[config.mk]
export PLATFORM = sky130hd
export DESIGN_NAME = ahb_apb_bridge_param_flat
export DESIGN_NICKNAME = d
export VERILOG_FILES = /design/src/rtl/ahb_apb_bridge_param_if.sv /design/src/rtl/ahb_apb_bridge_param.sv /design/src/flat_wrapper.sv
export SDC_FILE = /design/constraint.sdc
export NUM_CORES = 1
export LEC_CHECK = 0
export BUFFER_PORTS_ARGS = -buffer_cell sky130_fd_sc_hd__buf_2
export CAP_MARGIN = 0
export CORE_AREA = 2 2 112 103
export DETAILED_ROUTE_END_ITERATION = 7
export DIE_AREA = 0 0 114 105
export PLACE_DENSITY = 0.75
export SYNTH_ARGS = -nofsm -noshare
export SYNTH_HDL_FRONTEND = slang
export SYNTH_SLANG_ARGS = --single-unit
[constraint.sdc]
create_clock -name clock -period 1.79 [get_ports clock]
set_input_delay 0.179 -clock clock [delete_from_list [all_inputs] [get_ports clock]]
set_output_delay 0.179 -clock clock [all_outputs]
set_load 0.005 [all_outputs]
[src/rtl/ahb_apb_bridge_param_if.sv]
// Bus bundle for the AHB-Lite to APB bridge: AHB slave-side and APB master-side signals.
// The slave modport is the bridge's view; the master modport is the agents' view.
interface bridge_if #(
  parameter int WIDTH  = 32,
  parameter int SLAVES = 4
);
  logic [1:0]        Htrans;
  logic [WIDTH-1:0]  Haddr;
  logic              Hwrite;
  logic [2:0]        Hsize;
  logic [2:0]        Hburst;
  logic [WIDTH-1:0]  Hwdata;
  logic              Hreadyin;
  logic              Hreadyout;
  logic [1:0]        Hresp;
  logic [WIDTH-1:0]  Hrdata;
  logic [WIDTH-1:0]  Paddr;
  logic [WIDTH-1:0]  Pwdata;
  logic              Pwrite;
  logic [SLAVES-1:0] Pselx;
  logic              Penable;
  logic [WIDTH-1:0]  Prdata;
  logic              Pready;
  logic              Pslverr;

  modport slave (
    input  Htrans, Haddr, Hwrite, Hsize, Hburst, Hwdata, Hreadyin,
    input  Prdata, Pready, Pslverr,
    output Hreadyout, Hresp, Hrdata,
    output Paddr, Pwdata, Pwrite, Pselx, Penable
  );

  modport master (
    output Htrans, Haddr, Hwrite, Hsize, Hburst, Hwdata, Hreadyin,
    output Prdata, Pready, Pslverr,
    input  Hreadyout, Hresp, Hrdata,
    input  Paddr, Pwdata, Pwrite, Pselx, Penable
  );
endinterface

[src/rtl/ahb_apb_bridge_param.sv]
// AHB-Lite slave to APB master bridge: each AHB beat becomes one APB SETUP/ACCESS transfer,
// with region decode onto one-hot Pselx, wait states, slave error and a Pready timeout.
module ahb_apb_bridge_param #(
  parameter int               WIDTH     = 32,
  parameter int               SLAVES    = 4,
  parameter logic [WIDTH-1:0] BASE_ADDR = 32'h8000_0000,
  parameter int               SEL_LSB   = 24,
  parameter int               TIMEOUT   = 16
) (
  input  logic    clock,
  input  logic    Hresetn,
  bridge_if.slave bus
);

  localparam int               IDXW       = (SLAVES > 1) ? $clog2(SLAVES) : 1;
  localparam int               CNTW       = (TIMEOUT > 1) ? $clog2(TIMEOUT) : 1;
  localparam int               TMO_LAST   = (TIMEOUT > 0) ? TIMEOUT - 1 : 0;
  localparam logic [CNTW-1:0]  TMO_LAST_V = CNTW'(TMO_LAST);
  localparam logic [2:0]       MAX_SIZE   = 3'($clog2(WIDTH / 8));
  localparam logic [WIDTH-1:0] NUM_SLAVES = WIDTH'(SLAVES);

  typedef enum logic [2:0] {IDLE, WDATA, SETUP, ACCESS, DONE, ERR1, ERR2} state_t;

  state_t            r_state;
  state_t            w_next;
  logic [SLAVES-1:0] r_sel;
  logic [WIDTH-1:0]  r_addr;
  logic              r_write;
  logic [WIDTH-1:0]  r_wdata;
  logic [WIDTH-1:0]  r_rdata;
  logic [CNTW-1:0]   r_cnt;

  logic [WIDTH-1:0]  w_offset;
  logic [WIDTH-1:0]  w_region;
  logic              w_hit;
  logic [IDXW-1:0]   w_idx;
  logic [SLAVES-1:0] w_sel_dec;
  logic              w_accept;
  logic              w_timeout;
  logic              w_unused;

  // The region index is only meaningful once the address is known to lie above BASE_ADDR.
  assign w_offset  = bus.Haddr - BASE_ADDR;
  assign w_region  = w_offset >> SEL_LSB;
  assign w_hit     = (bus.Haddr >= BASE_ADDR) && (w_region < NUM_SLAVES) && (bus.Hsize <= MAX_SIZE);
  assign w_idx     = w_region[IDXW-1:0];
  assign w_sel_dec = w_hit ? (SLAVES'(1) << w_idx) : '0;
  assign w_accept  = bus.Hreadyin && bus.Htrans[1] && (r_state inside {IDLE, DONE, ERR2});
  assign w_timeout = (TIMEOUT > 0) && (r_cnt == TMO_LAST_V);
  assign w_unused  = ^{bus.Htrans[0], bus.Hburst};

  always_ff @(posedge clock or negedge Hresetn) begin
    if (!Hresetn) r_state <= IDLE;
    else          r_state <= w_next;
  end

  always_comb begin
    w_next        = r_state;
    bus.Hreadyout = 1'b1;
    bus.Hresp     = 2'b00;
    bus.Pselx     = '0;
    bus.Penable   = 1'b0;
    case (r_state)
      IDLE, DONE, ERR2: begin
        if (r_state == ERR2) bus.Hresp = 2'b01;
        if (w_accept)        w_next = !w_hit ? ERR1 : (bus.Hwrite ? WDATA : SETUP);
        else                 w_next = IDLE;
      end
      WDATA: begin
        bus.Hreadyout = 1'b0;
        w_next        = SETUP;
      end
      SETUP: begin
        bus.Hreadyout = 1'b0;
        bus.Pselx     = r_sel;
        w_next        = ACCESS;
      end
      ACCESS: begin
        bus.Hreadyout = 1'b0;
        bus.Pselx     = r_sel;
        bus.Penable   = 1'b1;
        if (bus.Pready)     w_next = bus.Pslverr ? ERR1 : DONE;
        else if (w_timeout) w_next = ERR1;
      end
      ERR1: begin
        bus.Hreadyout = 1'b0;
        bus.Hresp     = 2'b01;
        w_next        = ERR2;
      end
      default: w_next = IDLE;
    endcase
  end

  // The wait counter restarts in SETUP so every ACCESS phase gets the full timeout budget.
  always_ff @(posedge clock or negedge Hresetn) begin
    if (!Hresetn) begin
      r_sel   <= '0;
      r_addr  <= '0;
      r_write <= 1'b0;
      r_wdata <= '0;
      r_rdata <= '0;
      r_cnt   <= '0;
    end else begin
      if (w_accept) begin
        r_addr  <= bus.Haddr;
        r_write <= bus.Hwrite;
        r_sel   <= w_sel_dec;
      end
      if (r_state == WDATA) r_wdata <= bus.Hwdata;
      if (r_state == SETUP)                        r_cnt <= '0;
      else if (r_state == ACCESS && !bus.Pready)   r_cnt <= r_cnt + 1'b1;
      if (r_state == ACCESS && bus.Pready && !bus.Pslverr && !r_write) r_rdata <= bus.Prdata;
    end
  end

  assign bus.Paddr  = r_addr;
  assign bus.Pwdata = r_wdata;
  assign bus.Pwrite = r_write;
  assign bus.Hrdata = r_rdata;

endmodule

[src/flat_wrapper.sv]
// flat-port wrapper written by rule: the top's interface ports become plain ports
module ahb_apb_bridge_param_flat 
#(
  parameter int               WIDTH     = 32,
  parameter int               SLAVES    = 4,
  parameter logic [WIDTH-1:0] BASE_ADDR = 32'h8000_0000,
  parameter int               SEL_LSB   = 24,
  parameter int               TIMEOUT   = 16
)
  (clock, Hresetn, bus_Htrans, bus_Haddr, bus_Hwrite, bus_Hsize, bus_Hburst, bus_Hwdata, bus_Hreadyin, bus_Prdata, bus_Pready, bus_Pslverr, bus_Hreadyout, bus_Hresp, bus_Hrdata, bus_Paddr, bus_Pwdata, bus_Pwrite, bus_Pselx, bus_Penable);
  bridge_if #(.WIDTH(WIDTH), .SLAVES(SLAVES)) bus_i ();
  input  logic clock;
  input  logic Hresetn;
  input wire logic [$bits(bus_i.Htrans)-1:0] bus_Htrans;
  input wire logic [$bits(bus_i.Haddr)-1:0] bus_Haddr;
  input wire logic [$bits(bus_i.Hwrite)-1:0] bus_Hwrite;
  input wire logic [$bits(bus_i.Hsize)-1:0] bus_Hsize;
  input wire logic [$bits(bus_i.Hburst)-1:0] bus_Hburst;
  input wire logic [$bits(bus_i.Hwdata)-1:0] bus_Hwdata;
  input wire logic [$bits(bus_i.Hreadyin)-1:0] bus_Hreadyin;
  input wire logic [$bits(bus_i.Prdata)-1:0] bus_Prdata;
  input wire logic [$bits(bus_i.Pready)-1:0] bus_Pready;
  input wire logic [$bits(bus_i.Pslverr)-1:0] bus_Pslverr;
  output wire logic [$bits(bus_i.Hreadyout)-1:0] bus_Hreadyout;
  output wire logic [$bits(bus_i.Hresp)-1:0] bus_Hresp;
  output wire logic [$bits(bus_i.Hrdata)-1:0] bus_Hrdata;
  output wire logic [$bits(bus_i.Paddr)-1:0] bus_Paddr;
  output wire logic [$bits(bus_i.Pwdata)-1:0] bus_Pwdata;
  output wire logic [$bits(bus_i.Pwrite)-1:0] bus_Pwrite;
  output wire logic [$bits(bus_i.Pselx)-1:0] bus_Pselx;
  output wire logic [$bits(bus_i.Penable)-1:0] bus_Penable;
  assign bus_i.Htrans = bus_Htrans;
  assign bus_i.Haddr = bus_Haddr;
  assign bus_i.Hwrite = bus_Hwrite;
  assign bus_i.Hsize = bus_Hsize;
  assign bus_i.Hburst = bus_Hburst;
  assign bus_i.Hwdata = bus_Hwdata;
  assign bus_i.Hreadyin = bus_Hreadyin;
  assign bus_i.Prdata = bus_Prdata;
  assign bus_i.Pready = bus_Pready;
  assign bus_i.Pslverr = bus_Pslverr;
  assign bus_Hreadyout = bus_i.Hreadyout;
  assign bus_Hresp = bus_i.Hresp;
  assign bus_Hrdata = bus_i.Hrdata;
  assign bus_Paddr = bus_i.Paddr;
  assign bus_Pwdata = bus_i.Pwdata;
  assign bus_Pwrite = bus_i.Pwrite;
  assign bus_Pselx = bus_i.Pselx;
  assign bus_Penable = bus_i.Penable;
  ahb_apb_bridge_param #(.WIDTH(WIDTH), .SLAVES(SLAVES), .BASE_ADDR(BASE_ADDR), .SEL_LSB(SEL_LSB), .TIMEOUT(TIMEOUT)) u_core (.clock(clock), .Hresetn(Hresetn), .bus(bus_i));
endmodule
==> results.ini <==
[outcome]
outcome=complete, no violations

[clock_network]
clk_latency_ps=340
postCtsSetupBuffers=0
cts_sinks=108
cts_buffers=9
clk_pin_slew_worst_paths_ps=70
clockRootBuffer=clkbuf_16
cts.path.max_buffers=2
cts_tree=built
htreeDepth=3

[min_path]
hold_path_startpoint=bus_Haddr[25]
min_path_type=in2reg
holdPathEnd=u_core.r_sel[0]
whs_path_depth=2

[worst_setup_path]
cp_slowest_cell=or4_4
r2r_end=u_core.bus.Hrdata[30]
path_class=reg2reg
crit_chain=nand2b_4, or4_4, buf_12, mux2_4
end_kind=flip-flop
cp_max_fo=16
crit_path_max_incr_delay_ps=550
cp.required_ps=2020
crit_arrival_ps=1930
start_kind=flip-flop
r2r_start=u_core.r_state[2]
r2r_cells=4
rrSetupSlack_ps=80

[route]
remaining_drc_errors=0
wl_per_cell_um=15.31
drt-initial-drc-count=93
first_pass_iters=4
ant_nets=0
drt-total-wl_um=9782
vias=3085
drt-vias-per-instance=4.828

[timing]
slew_viol_final=0
finClkSkew_ps=10.02
rsz0062_at_grt=no
max_freq_mhz=585.7
finalCritPeriodShare_pct=95.38
min_period_ps=1707
layout_setup_ws_ps=82.71
setup_viol=0
hold_violations=0
worst_slew_pin_slew_ps=555.0
relSlewSlack_pct=63.00

[finish]
seq_area_sq_um=2703
n_antenna_cell=0
final_cell_mix=buf_2 (208), dfrtp_1 (108), mux2_2 (65)
layout_commonest_cell=buf_2
drive_above_1_share_pct=66.40
final_cells=639
area_delta_synth_final_pct=37.22
multi_input_area_sq_um=1578
nets=612
n_fill_cell=887

[pwr]
clockPowerShare_pct=19.3
p_int_w=0.007177
vdd_ir_drop_max_uv=978.7
p_comb_share_pct=38.6
p_switching_w=0.002968
switching_share_pct=29.26
seqPwrFrac_pct=42.0
p_leak_nw=3.117
p_per_area_nw_per_um2=1694

[place]
portBuffers=209
globalplace.congestion=0.7718
hpwl_um=6973
placed_cells=621
post-place-ws_ps=-59.61

[floorplanning]
die-area_sq_um=11970
initial_core_util_pct=40.70
die_h_um=105
core-area_sq_um=10720
die_w_um=114
ios=215
rows=36

[synthesis]
synth_flop_cell=dfrtp_1
yosysSeqAreaShare_pct=61.94
ys_types=34
synth_fp_nets=390
syn-mean-instance-area_sq_um=15.64
async_flop_share_pct=100.0
netlist_instances=279
yosys_warnings=0
synth_edf_count=0
netlist_area_sq_um=4363
synth_seq_cells=108

[global_route]
antenna_found_initial=0
grt_max_degree=109
grt_pass1_vias=3324
grt_remaining_overflow=0
track_usage_pct=16.86
grt_first_pass_wirelength_um=15820

[flow_run]
cap_violations=0

Yosys cell counts (2+ instances only):
master    instances  area (sq um)
nor3b_1           2         15.01
nor3_1            2         10.01
nor2b_1           3         18.77
nand2_1           6         22.52
buf_2             6         30.03
inv_1             3         11.26
nand2b_1          2         12.51
clkbuf_1          3         11.26
buf_6             3         33.78
o41ai_1           4         35.03
and2_1            4         25.02
mux2i_1           2         20.02
o21ai_0          14         70.07
dfrtp_1         108          2703
nor2_1            5         18.77
mux2_2           65         732.0
mux2_4           30         450.4
sequential cells by signal, summed over array words and instances (netlist names):
register	cells
u_core.bus.Hrdata	32
u_core.bus.Paddr	32
u_core.bus.Pwdata	32
u_core.bus.Pwrite	1
u_core.r_cnt	4
u_core.r_sel	4
u_core.r_state	3
final cells by class:
class                      count  share of cell area (%)
tap                          133                   2.780
clock inverter                 4                  0.8150
inverter                       3                  0.1881
clock buffer                  12                   4.117
timing repair buffer         224                   20.61
sequential                   108                   45.14
multi-input combinational    155                   26.35
routing by layer:
metal / part of all wire, % / global-route usage [%] / routed length, um
met5: 0 / 0 / 0
met4: 1.2 / 4.791 / 117
met1: 41 / 19.53 / 4005
met3: 9.4 / 7.947 / 921
met2: 48 / 27.89 / 4737
repair_timing:
action | in CTS | in global routing
pin swaps | 0 | 0
hold buffers | 1 | 0
endpoints found under the hold margin | 108 | 0
gates cloned | 1 | 0
setup endpoints to repair | 32 | 4
resized for setup | 2 | 1
worst max path at each step:
stage	endpoint	startpoint	cells past startpoint	slack, ps
2_1_floorplan	u_core.bus.Hrdata[0]	u_core.r_state[2]	5	30
3_3_place_gp	u_core.bus.Hrdata[24]	u_core.r_state[2]	4	-50
3_5_place_dp	u_core.bus.Hrdata[22]	u_core.r_state[2]	4	-60
4_1_cts	u_core.bus.Hrdata[5]	u_core.r_state[2]	4	80
5_1_grt	bus_Hreadyout	u_core.r_state[1]	5	10
6_report	u_core.bus.Hrdata[30]	u_core.r_state[2]	4	80
cells by family after synthesis:
logic type / after synthesis / share of synthesized area, %
AO/OA/AOI/OAI: 26 / 3.929
adder cells (fa/ha/maj): 1 / 0.2867
buffers and inverters: 16 / 2.151
flip-flops: 108 / 61.94
multiplexers: 97 / 27.56
other: 1 / 0.08595
AND/OR/NAND/NOR: 30 / 4.044
power by group through the flow:
stage,registers [W],logic (W),clock network [W]
floorplan,0.00438,0.00195,0
global placement,0.00423,0.00384,0
detailed placement,0.00429,0.00395,0
CTS,0.00427,0.00398,0.00205
global route,0.00443,0.00429,0.00215
finish,0.00427,0.00392,0.00196
per-stage QoR:
stage	power, W	hold WS (ps)	area [sq um]	util, %	setup TNS [ps]
6_report	0.01014	47.16	5987	55.85	0
5_1_grt	0.01087	39.76	5987	55.85	0
3_5_place_dp	0.008235	295.6	5649	52.70	-1539
4_1_cts	0.01030	30.28	5984	55.82	0
3_3_place_gp	0.008073	286.5	5649	52.70	-1340
2_1_floorplan	0.006334	-116.6	4363	-	0
worst max-delay path: cells and delay by family (launching register included):
family                 cells  cell delay [ps]
and+or+nand+nor            2              690
muxes                      1              310
DFF                        1              380
buffers and inverters      1              200
Power figures use the tool's default switching activity.
